**config.mk**
```make
export PLATFORM = sky130hd
export DESIGN_NAME = pipe_hazard_ctrl
export DESIGN_NICKNAME = d
export VERILOG_FILES = /design/src/rtl/pipe_hazard_ctrl.sv
export SDC_FILE = /design/constraint.sdc
export NUM_CORES = 1
export LEC_CHECK = 0
export BUFFER_PORTS_ARGS = -buffer_cell sky130_fd_sc_hd__buf_2
export CAP_MARGIN = 40
export CORE_MARGIN = 3
export CORE_UTILIZATION = 30
export DETAILED_ROUTE_END_ITERATION = 10
export PLACE_DENSITY = 0.5
export SLEW_MARGIN = 25
export SYNTH_ARGS = -nofsm -noshare
export SYNTH_HDL_FRONTEND = slang
export SYNTH_SLANG_ARGS = --single-unit
```
**constraint.sdc**
```tcl
create_clock -name clk -period 2.23 [get_ports clk]
set_input_delay 0.223 -clock clk [delete_from_list [all_inputs] [get_ports clk]]
set_output_delay 0.223 -clock clk [all_outputs]
set_load 0.01 [all_outputs]
```
**src/rtl/pipe_hazard_ctrl.sv**
```systemverilog
// Hazard controller for a 5-stage in-order pipeline: shadows EX/MEM/WB, drives stall,
// flush, bubble and freeze controls, operand forwarding selects and a stall counter.
module pipe_hazard_ctrl #(
  parameter int RF_ADDRESS  = 5,
  parameter int FWD_EN      = 1,
  parameter int MEM_WAIT_EN = 1,
  parameter int CNT_W       = 16
) (
  input  logic                    clk,
  input  logic                    reset,
  input  logic                    id_valid,
  input  logic [RF_ADDRESS-1:0]   id_rs1,
  input  logic [RF_ADDRESS-1:0]   id_rs2,
  input  logic                    id_rs1_used,
  input  logic                    id_rs2_used,
  input  logic [RF_ADDRESS-1:0]   id_rd,
  input  logic                    id_regwrite,
  input  logic                    id_memread,
  input  logic                    id_memaccess,
  input  logic                    ex_redirect,
  input  logic                    mem_ready,
  output logic                    pc_stall,
  output logic                    ifid_stall,
  output logic                    ifid_flush,
  output logic                    idex_bubble,
  output logic                    pipe_freeze,
  output logic [1:0]              fwd_a_sel,
  output logic [1:0]              fwd_b_sel,
  output logic                    ex_valid,
  output logic                    mem_valid,
  output logic                    wb_valid,
  output logic                    wb_regwrite,
  output logic                    mem_req,
  output logic [CNT_W-1:0]        stall_count,
  output logic                    dbg_state,
  output logic [3*RF_ADDRESS+3:0] dbg_wb
);

  typedef struct packed {
    logic                  valid;
    logic [RF_ADDRESS-1:0] rs1;
    logic [RF_ADDRESS-1:0] rs2;
    logic [RF_ADDRESS-1:0] rd;
    logic                  regwrite;
    logic                  memread;
    logic                  memaccess;
  } entry_t;

  typedef enum logic {S_IDLE = 1'b0, S_WAIT = 1'b1} state_t;

  entry_t ex_q, mem_q, wb_q, ex_d, mem_d, wb_d, id_entry;
  state_t state_q, state_d;
  logic   freeze, redirect, load_use;

  function automatic logic is_writer(input entry_t e);
    return e.valid && e.regwrite && (e.rd != '0);
  endfunction

  function automatic logic src_hit(input entry_t e, input logic [RF_ADDRESS-1:0] src,
                                   input logic used);
    return used && is_writer(e) && (e.rd == src);
  endfunction

  function automatic logic [1:0] fwd_sel(input entry_t ex, input entry_t mem, input entry_t wb,
                                         input logic [RF_ADDRESS-1:0] src);
    logic [1:0] sel;
    sel = 2'b00;
    if ((FWD_EN != 0) && ex.valid) begin
      if (is_writer(mem) && (mem.rd == src))     sel = 2'b10;
      else if (is_writer(wb) && (wb.rd == src))  sel = 2'b01;
    end
    return sel;
  endfunction

  assign id_entry = '{valid: id_valid, rs1: id_rs1, rs2: id_rs2, rd: id_rd,
                      regwrite: id_regwrite, memread: id_memread, memaccess: id_memaccess};

  // Memory handshake: the MEM access completes in a cycle with mem_req & mem_ready;
  // mem_req & !mem_ready freezes the pipe and mem_req is held until completion.
  always_comb begin
    freeze   = (MEM_WAIT_EN != 0) && mem_q.valid && mem_q.memaccess && !mem_ready;
    redirect = ex_q.valid && ex_redirect && !freeze;
    if (FWD_EN != 0) begin
      load_use = id_valid && ex_q.memread &&
                 (src_hit(ex_q, id_rs1, id_rs1_used) || src_hit(ex_q, id_rs2, id_rs2_used));
    end else begin
      // No register-file write-through, so any in-flight writer blocks the read.
      load_use = id_valid &&
                 (src_hit(ex_q,  id_rs1, id_rs1_used) || src_hit(ex_q,  id_rs2, id_rs2_used) ||
                  src_hit(mem_q, id_rs1, id_rs1_used) || src_hit(mem_q, id_rs2, id_rs2_used) ||
                  src_hit(wb_q,  id_rs1, id_rs1_used) || src_hit(wb_q,  id_rs2, id_rs2_used));
    end
  end

  always_comb begin
    pc_stall    = 1'b0;
    ifid_stall  = 1'b0;
    ifid_flush  = 1'b0;
    idex_bubble = 1'b0;
    ex_d        = id_entry;
    mem_d       = ex_q;
    wb_d        = mem_q;
    if (freeze) begin
      pc_stall   = 1'b1;
      ifid_stall = 1'b1;
      ex_d       = ex_q;
      mem_d      = mem_q;
      wb_d       = '0;
    end else if (redirect) begin
      ifid_flush  = 1'b1;
      idex_bubble = 1'b1;
      ex_d        = '0;
    end else if (load_use) begin
      pc_stall    = 1'b1;
      ifid_stall  = 1'b1;
      idex_bubble = 1'b1;
      ex_d        = '0;
    end
  end

  always_comb begin
    state_d = state_q;
    case (state_q)
      S_IDLE:  if (freeze) state_d = S_WAIT;
      S_WAIT:  if (mem_ready) state_d = S_IDLE;
      default: state_d = S_IDLE;
    endcase
  end

  always_ff @(posedge clk) begin
    if (reset) begin
      ex_q        <= '0;
      mem_q       <= '0;
      wb_q        <= '0;
      state_q     <= S_IDLE;
      stall_count <= '0;
    end else begin
      ex_q    <= ex_d;
      mem_q   <= mem_d;
      wb_q    <= wb_d;
      state_q <= state_d;
      if (pc_stall && (stall_count != '1)) stall_count <= stall_count + 1'b1;
    end
  end

  assign pipe_freeze = freeze;
  assign mem_req     = mem_q.valid && mem_q.memaccess;
  assign fwd_a_sel   = fwd_sel(ex_q, mem_q, wb_q, ex_q.rs1);
  assign fwd_b_sel   = fwd_sel(ex_q, mem_q, wb_q, ex_q.rs2);
  assign ex_valid    = ex_q.valid;
  assign mem_valid   = mem_q.valid;
  assign wb_valid    = wb_q.valid;
  assign wb_regwrite = wb_q.valid && wb_q.regwrite;
  assign dbg_state   = state_q;
  assign dbg_wb      = wb_q;

endmodule

```
### Yosys cells after proc, flatten, opt, wreduce, memory -nomap -nowiden

Index checks and enable logic that the tools add are counted.

* flip-flop bits (word level): 74
* latch bits: 0
* RAM bits: 0
* bits in read-only memories: 0
* input bits: 25
* logic and storage cells: 78
* memories: 0

* add/sub/neg operators: 1
* $mul: 0
* divide/modulo/power cells: 0
* order comparisons: 0
* equality and inequality tests: 7
* shift-type cells: 0
* mux-type cells: 18
* bitwise logic cells: 1
* reductions and logical operators: 28

Operators with widths (count)
* 19-bit 2-to-1 mux: 2
* 5-bit equality test: 6
* 1-bit logical AND: 21
* 16-bit by 1-bit adder with 16-bit output (second input constant): 1
* 16-bit != test (second input constant): 1
* 5-bit nonzero test: 3
* 1-bit 2-to-1 mux: 11
* 2-bit 2-to-1 mux: 4
* 1-bit zero test: 2
* 1-bit case mux with 2 select lines: 1
* 2-bit OR reduction: 1
* 1-bit logical OR: 1
* 1-bit NOT: 1

### Longest topological paths before layout

Gate-level depths: netlist of run 1.

* depth after elaboration: 10
* mapped depth: 9

### Least setup slack after synthesis of run 1

No wires, ideal clock.

* path kind: reg-to-reg
* start point: register ex_q, in the netlist ex_valid
* end point: register stall_count[6]
* setup time: 70 ps
* arrival time: 1830 ps
* required time: 2160 ps
* setup slack: 329 ps
* stages on the path, launching flop included: 9
* path buffers: 2
* period minus slack after synthesis: 1901 ps
* cell sequence: dfxtp_1 > buf_4 > nand4_1 > a21oi_1 > and2_1 > a21oi_2 > buf_6 > or4_1 > a21oi_1

* word-level cells in the longest chain between the ends: 10

Ends and longest elaborated chain
* from (decl): line 51 `entry_t ex_q, mem_q, wb_q, ex_d, mem_d, wb_d, id_entry;`
* from (signal assigned): line 132 `ex_q <= '0;`
* from (signal assigned): line 138 `ex_q <= ex_d;`
* 1-bit logical AND (4 in series)
* 1-bit logical OR
* 1-bit logical AND: line 84 `load_use = id_valid && ex_q.memread &&`
* 1-bit 2-to-1 mux: line 113 `end else if (load_use) begin`
* 1-bit 2-to-1 mux *: line 109 `end else if (redirect) begin`
* 1-bit 2-to-1 mux *: line 103 `if (freeze) begin`
* 1-bit logical AND *: line 142 `if (pc_stall && (stall_count != '1)) stall_count <= stall_count + 1'b1;`
* to (signal assigned): line 142
* to (decl): line 34 `output logic [CNT_W-1:0] stall_count,`

Mark *: on every way between the ends. The rest lies on a longest branch, timed or not.
A chain may end at the register's enable or synchronous reset.

### Worst setup path after layout of run 1

* start point: register mem_q[4] (netlist name)
* end point: output fwd_b_sel[0]

* word-level cells in the longest chain between the ends: 5

Ends and longest elaborated chain
* from (decl): line 51
* from (signal assigned): line 139 `mem_q <= mem_d;`
* 5-bit nonzero test: line 56 `return e.valid && e.regwrite && (e.rd != '0);`
* 1-bit logical AND: line 56
* 1-bit logical AND *: line 69 `if (is_writer(mem) && (mem.rd == src)) sel = 2'b10;`
* 2-bit 2-to-1 mux *: line 69
* 2-bit 2-to-1 mux *: line 68 `if ((FWD_EN != 0) && ex.valid) begin`
* to (decl): line 28 `output logic [1:0] fwd_b_sel,`

Marked as above.

==> impl_metrics.csv, run 1 <==
group,metric,value,unit
placement,dp_hpwl,6100,microns
setup_path,crit_family,"simple AND/OR/NAND/NOR gates",
setup_path,crit_fanout,5,
setup_path,max_stage_delay,0.52,ns
setup_path,endpoint,"fwd_b_sel[0]",
yosys,synthMuxAreaShare,0.715,%
die,core_area,10000,sq um
yosys,ys.flop_type,"dfxtp_1",
sta,rsz0062_at_grt,"true",
final_layout,area_growth,23.8,%
die,io_pins,75,
setup_path,path_buf_inv,1,
sta,fin_crit,2.18,ns
route,vias_per_cell,4.76,
sta,finalWorstSetupSlack,0.0539,ns
yosys,synth_seq_area_share,47.1,%
yosys,netlist.area_leader.share,47.1,%
placement,dp_cells,557,
setup_path,rr_startpoint,"ex_q[6]$_SDFFE_PP0N_",
sta,final.setup.tns,0,ns
setup_path,worstPathRequired,2.01,ns
final_layout,final_area,3900,sq um
route,antenna_left,0,
global_routing,antenna_found_initial,0,
yosys,yosys-top-cells-area,"dfxtp_1 47%, xnor2_1 5.6%, and2_1 5.4%",
sta,worst_pin_slew,0.602,ns
global_routing,grt_pass1_wl,13600,microns
die,die_area,11800,sq um
placement,gp_congestion,0.791,
sta,fin_worst_skew,0.00737,ns
global_routing,overflow,0,
yosys,yosysTopAreaCell,"dfxtp_1",
yosys,synth_nets,383,
setup_path,reg2reg_slack,0.16,ns
yosys,synth-seq-cells,74,
clock_tree,cts.repair.resized,0,
setup_path,path_cells,"or4_1 -> o211ai_1 -> nor4_1 -> nor3_1 -> buf_2",
route,drc,0,
final_layout,register_area,1490,sq um
final_layout,final_cells,573,
setup_path,r2r-end,"stall_count[6]$_SDFFE_PP0P_",
die,start_util,31.5,%
setup_path,crit_type,"reg -> out",
clock_tree,clockRootBuffer,"clkbuf_8",
clock_tree,clock_latency,0.35,ns
yosys,synth_top_family_by_area,"simple AND/OR/NAND/NOR gates",
final_layout,final_layout_size_suffix_gt1_share,26.4,%
placement,post-place-ws,0.176,ns
power,ir_drop,0.000300,V
clock_tree,path_clk_slew,0.08,ns
sta,setup_viol,0,
route,vias,2727,
setup_path,critical-path-slowest-cell,"or4_1",
sta,hold_violations,0,
setup_path,cp.arrival,1.95,ns
yosys,synthSimpleGateAreaFrac,24.0,%
route,drt_pre_antenna_iters,4,
route,drt-wirelength-per-cell,14.7,microns
clock_tree,cts_tree,"done",
yosys,synth_area,3150,sq um
final_layout,utilization,39.0,%
final_layout,antennaDiodeCount,0,
placement,io_buffers,74,
setup_path,critPathCaptureType,"output port",
route,routed_wl,8410,microns
final_layout,multiInputGateArea,1540,sq um
run,max_cap_viol_count,0,
yosys,synthXorXnorAreaFrac,8.35,%
global_routing,grt_use_met3,3.76,%
clock_tree,htree_levels,3,
global_routing,grt_util_all_layers,14.7,%
outcome,status,"finished clean",
route,drtIter0Drc,77,
sta,max-slew-margin-rel,59.7,%
yosys,synth.distinct_cells,35,
setup_path,ff2ff_path_depth,7,
die,rows,36,
die,die_x,108,microns
sta,drv_slew,0,
clock_tree,postCtsSetupBuffers,0,
die,die_h,108,microns
yosys,yosysWarnings,0,
power,p_total,2.68,mW
setup_path,cp.depth,5,
yosys,synth-compound-area-share,15.2,%
global_routing,grt_pass1_vias,2643,
yosys,syn_inst,357,
placement,postPlaceCellArea,3690,sq um
global_routing,use_met2,23.2,%
global_routing,grt_max_degree,58,
sta,max_freq,0.460,GHz
yosys,synthAdderAreaFrac,0.397,%
clock_tree,cts_buffer_depth,2,
clock_tree,cts_hold_buf,0,
global_routing,top_usage_layer,"met2",
global_routing,grt_use_met1,20.4,%
sta,fin_crit_sh,97.6,%
power,p_leak,1.67,nW
yosys,synth_edf_count,0,
hold_path,hold_class,"in -> reg",
yosys,synth_common_cells,"74 x dfxtp_1, 41 x nand2_1, 33 x a21oi_1",
yosys,ys_async_sr_fraction,0,%
clock_tree,cts_buffers,9,
setup_path,crit_path_start,"mem_q[4]$_SDFFE_PP0N_",
yosys,synth_most_common_cell,"dfxtp_1",
power,power_density,687,nW/um^2
setup_path,start_kind,"register",
yosys,syn_avg_cell_area,8.82,sq um
final_layout,nNetsFinal,461,
sta,hold_ws,0.0429,ns
final_layout,fillers,1050,
clock_tree,clock-sinks,74,
==> placed cells by master, fill, tap and decap left out, types with 9 or more instances in the layout <==
master,count
a21oi_1,33
xor2_1,10
nand2_1,41
buf_2,74
clkbuf_8,9
buf_4,16
nand3_1,10
a22oi_1,19
o31ai_1,9
xnor2_1,20
dfxtp_1,71
or4_1,11
and2_1,27
nand4_1,9
nor2_1,30
==> registers in the layout, summed over array words and instances (netlist names) <==
signal       count
wb_valid         1
dbg_wb          18
mem_q           18
ex_valid         1
dbg_state        1
ex_q            18
stall_count     16
mem_valid        1
==> cell type report <==
class	count	share of cell area (%)
Clock buffer	9	3.18
Clock inverter	7	1.96
Inverter	4	0.385
Multi-Input combinational cell	256	39.5
Sequential cell	74	38.1
Tap cell	133	4.27
Timing Repair Buffer	90	12.6
==> kinds of logic after synthesis <==
kind of cell    count (synthesis)
compound gates                 73
xor+xnor                       30
fa+ha+maj                       1
buf+inv                        27
flops                          74
mux                             2
simple gates                  150
==> power by group <==
group	total, mW	leakage (nW)	switching (mW)	internal [mW]
clock network	1.06	0.0962	0.536	0.524
registers	1.41	0.606	0.0476	1.37
logic	0.203	0.969	0.106	0.0969
total	2.68	1.67	0.689	1.99
==> worst min-delay path by stage <==
| stage | endpoint | start | cells past startpoint | slack [ns] |
|---|---|---|---|---|
| final | dbg_state$_SDFF_PP0_ | mem_ready | 2 | 0.04 |
| after detailed placement | dbg_state$_SDFF_PP0_ | mem_ready | 2 | 0.40 |
| after global placement | dbg_state$_SDFF_PP0_ | mem_ready | 2 | 0.41 |
| after floorplan | dbg_state$_SDFF_PP0_ | mem_ready | 1 | 0.30 |
| after global routing | dbg_state$_SDFF_PP0_ | mem_ready | 2 | 0.01 |
| after CTS | dbg_state$_SDFF_PP0_ | mem_ready | 2 | 0.03 |
==> metal layers <==
| layer | vias to the layer above | share of wire [%] |
|---|---|---|
| li1 | 1409 | - |
| met5 | - | 0 |
| met2 | 54 | 43 |
| met4 | 0 | 1.0 |
| met3 | 6 | 4.3 |
| met1 | 1258 | 51 |
No activity file was read; power rests on OpenSTA's default activity.
==> inputs of run 2 (changes only) <==
Settings changed: MAX_ROUTING_LAYER from default to met4.
==> run 2 against run 1 <==
Sequential power about the same. Routed wire length shrank 0.46%. Critical path depth unchanged. First-iteration DRC count up 21%. Via count is 0.11% lower. Fmax grew 0.16%. Register-to-register slack barely moved. Total power about the same. Die area unchanged. Largest power group unchanged.
==> impl_metrics.csv, run 2 (same netlist as run 1, synthesis figures left out) <==
group,metric,value,unit
clock_tree,cts_tree,"done",
global_routing,grt_pass1_vias,2635,
route,routed_wl,8370,microns
setup_path,path_cells,"or4_1 -> o211ai_1 -> nor4_1 -> nor3_1 -> buf_2",
die,die_x,108,microns
clock_tree,cts_buffers,9,
final_layout,antennaDiodeCount,0,
die,start_util,31.5,%
sta,rsz0062_at_grt,"true",
power,p_total,2.68,mW
die,die_h,108,microns
sta,hold_violations,0,
power,ir_drop,0.000300,V
route,drtIter0Drc,93,
placement,postPlaceCellArea,3690,sq um
clock_tree,clock_latency,0.35,ns
setup_path,start_kind,"register",
sta,final.setup.tns,0,ns
die,rows,36,
final_layout,final_layout_size_suffix_gt1_share,26.4,%
global_routing,use_met2,23.1,%
placement,dp_hpwl,6100,microns
sta,drv_slew,0,
power,swShare,25.8,%
final_layout,area_growth,23.8,%
sta,hold_ws,0.0426,ns
global_routing,top_usage_layer,"met2",
clock_tree,postCtsSetupBuffers,0,
global_routing,overflow,0,
clock_tree,cts_hold_buf,0,
power,p_comb_share,7.6,%
clock_tree,htree_levels,3,
clock_tree,clock-sinks,74,
sta,fin_crit,2.17,ns
die,die_area,11800,sq um
route,drt_pre_antenna_iters,4,
hold_path,hold_class,"in -> reg",
clock_tree,clockRootBuffer,"clkbuf_8",
route,vias,2724,
global_routing,grt_max_degree,58,
die,io_pins,75,
setup_path,max_stage_delay,0.52,ns
placement,io_buffers,74,
power,power_density,687,nW/um^2
final_layout,mostFrequentLayoutCells,"74 x buf_2, 71 x dfxtp_1, 41 x nand2_1",
sta,setup_viol,0,
clock_tree,cts_buffer_depth,2,
sta,max_freq,0.460,GHz
die,core_area,10000,sq um
power,seqPwrFrac,52.8,%
setup_path,crit_type,"reg -> out",
route,drc,0,
outcome,status,"finished clean",
sta,worst_pin_slew,0.616,ns
clock_tree,path_clk_slew,0.08,ns
route,antenna_left,0,
setup_path,path_buf_inv,1,
global_routing,grt_util_all_layers,15.2,%
setup_path,crit_fanout,5,
setup_path,cp.arrival,1.95,ns
final_layout,final_area,3900,sq um
final_layout,final_common_cell,"buf_2",
global_routing,antenna_found_initial,0,
power,netSwitchingPower,690,uW
route,drt-wirelength-per-cell,14.6,microns
setup_path,critPathCaptureType,"output port",
power,pwr-share-clk,39.6,%
sta,fin_worst_skew,0.00666,ns
route,vias_per_cell,4.75,
sta,fin_crit_sh,97.4,%
global_routing,grt_use_met1,20.6,%
power,p_leak,1.67,nW
final_layout,fillers,1050,
final_layout,nNetsFinal,461,
setup_path,worstPathRequired,2.01,ns
global_routing,grt_pass1_wl,13600,microns
setup_path,crit_family,"simple AND/OR/NAND/NOR gates",
power,internal_power,1.99,mW
sta,max-slew-margin-rel,58.8,%
run,max_cap_viol_count,0,
placement,gp_congestion,0.802,
setup_path,critical-path-slowest-cell,"or4_1",
global_routing,grt_use_met3,3.58,%
==> run 2: cell counts in the layout (fill, tap and decap cells not counted) <==
Identical to the previous run, type by type.
==> run 2: through the flow <==
step	worst slack, ns	utilization (%)	cells
after floorplan	0.329	-	357
after detailed placement	0.176	36.9	557
after global routing	-0.0480	39.0	573
final	0.0574	39.0	573
after global placement	0.260	36.8	556
after CTS	0.0630	38.9	573
==> run 2: final cells by class <==
| type | instances | area (sq um) | area share, % |
|---|---|---|---|
| Clock buffer | 9 | 124 | 3.18 |
| Clock inverter | 7 | 76.3 | 1.96 |
| Inverter | 4 | 15.0 | 0.385 |
| Multi-Input combinational cell | 256 | 1540 | 39.5 |
| Sequential cell | 74 | 1490 | 38.1 |
| Tap cell | 133 | 166 | 4.27 |
| Timing Repair Buffer | 90 | 490 | 12.6 |
==> run 2: repair_timing <==
action / 4_1_cts / 5_1_grt
resized for setup: 0 / 4
setup endpoints to repair: 0 / 2
hold endpoints to repair: 0 / 0
==> run 2: worst paths after layout <==
| path | to | slack, ns | cells after the start | start |
|---|---|---|---|---|
| worst max-delay path | fwd_b_sel[0] | 0.06 | 5 | mem_q[4]$_SDFFE_PP0N_ |
| worst min-delay path | dbg_state$_SDFF_PP0_ | 0.04 | 2 | mem_ready |
| worst max register to register | stall_count[6]$_SDFFE_PP0P_ | 0.16 | 7 | ex_q[6]$_SDFFE_PP0N_ |
| worst min register to register | mem_q[15]$_SDFFE_PP0N_ | 0.45 | 2 | mem_q[15]$_SDFFE_PP0N_ |
==> run 2: power groups by stage <==
stage / clock network (mW) / registers [mW] / logic (mW)
6_report: 1.06 / 1.41 / 0.203
5_1_grt: 1.16 / 1.42 / 0.227
4_1_cts: 1.10 / 1.41 / 0.203
3_5_place_dp: 0 / 1.44 / 0.202
3_3_place_gp: 0 / 1.44 / 0.199
2_1_floorplan: 0 / 1.43 / 0.127
==> run 2: routing by layer <==
metal  part of all wire, %  routed length [microns]  vias to the layer above
met2                    44                     3660                       55
met4                   1.0                       85                        0
li1                      -                        -                     1406
met3                   4.2                      348                        8
met5                     0                        0                        -
met1                    51                     4280                     1255
==> run 2: worst register-to-register path: stages (launching register included) <==
cell	delay (ns)
dfxtp_1	0.46
xnor2_1	0.15
nand4_1	0.13
o22ai_2	0.28
a21oi_2	0.09
buf_4	0.22
or4_1	0.51
a21oi_1	0.15
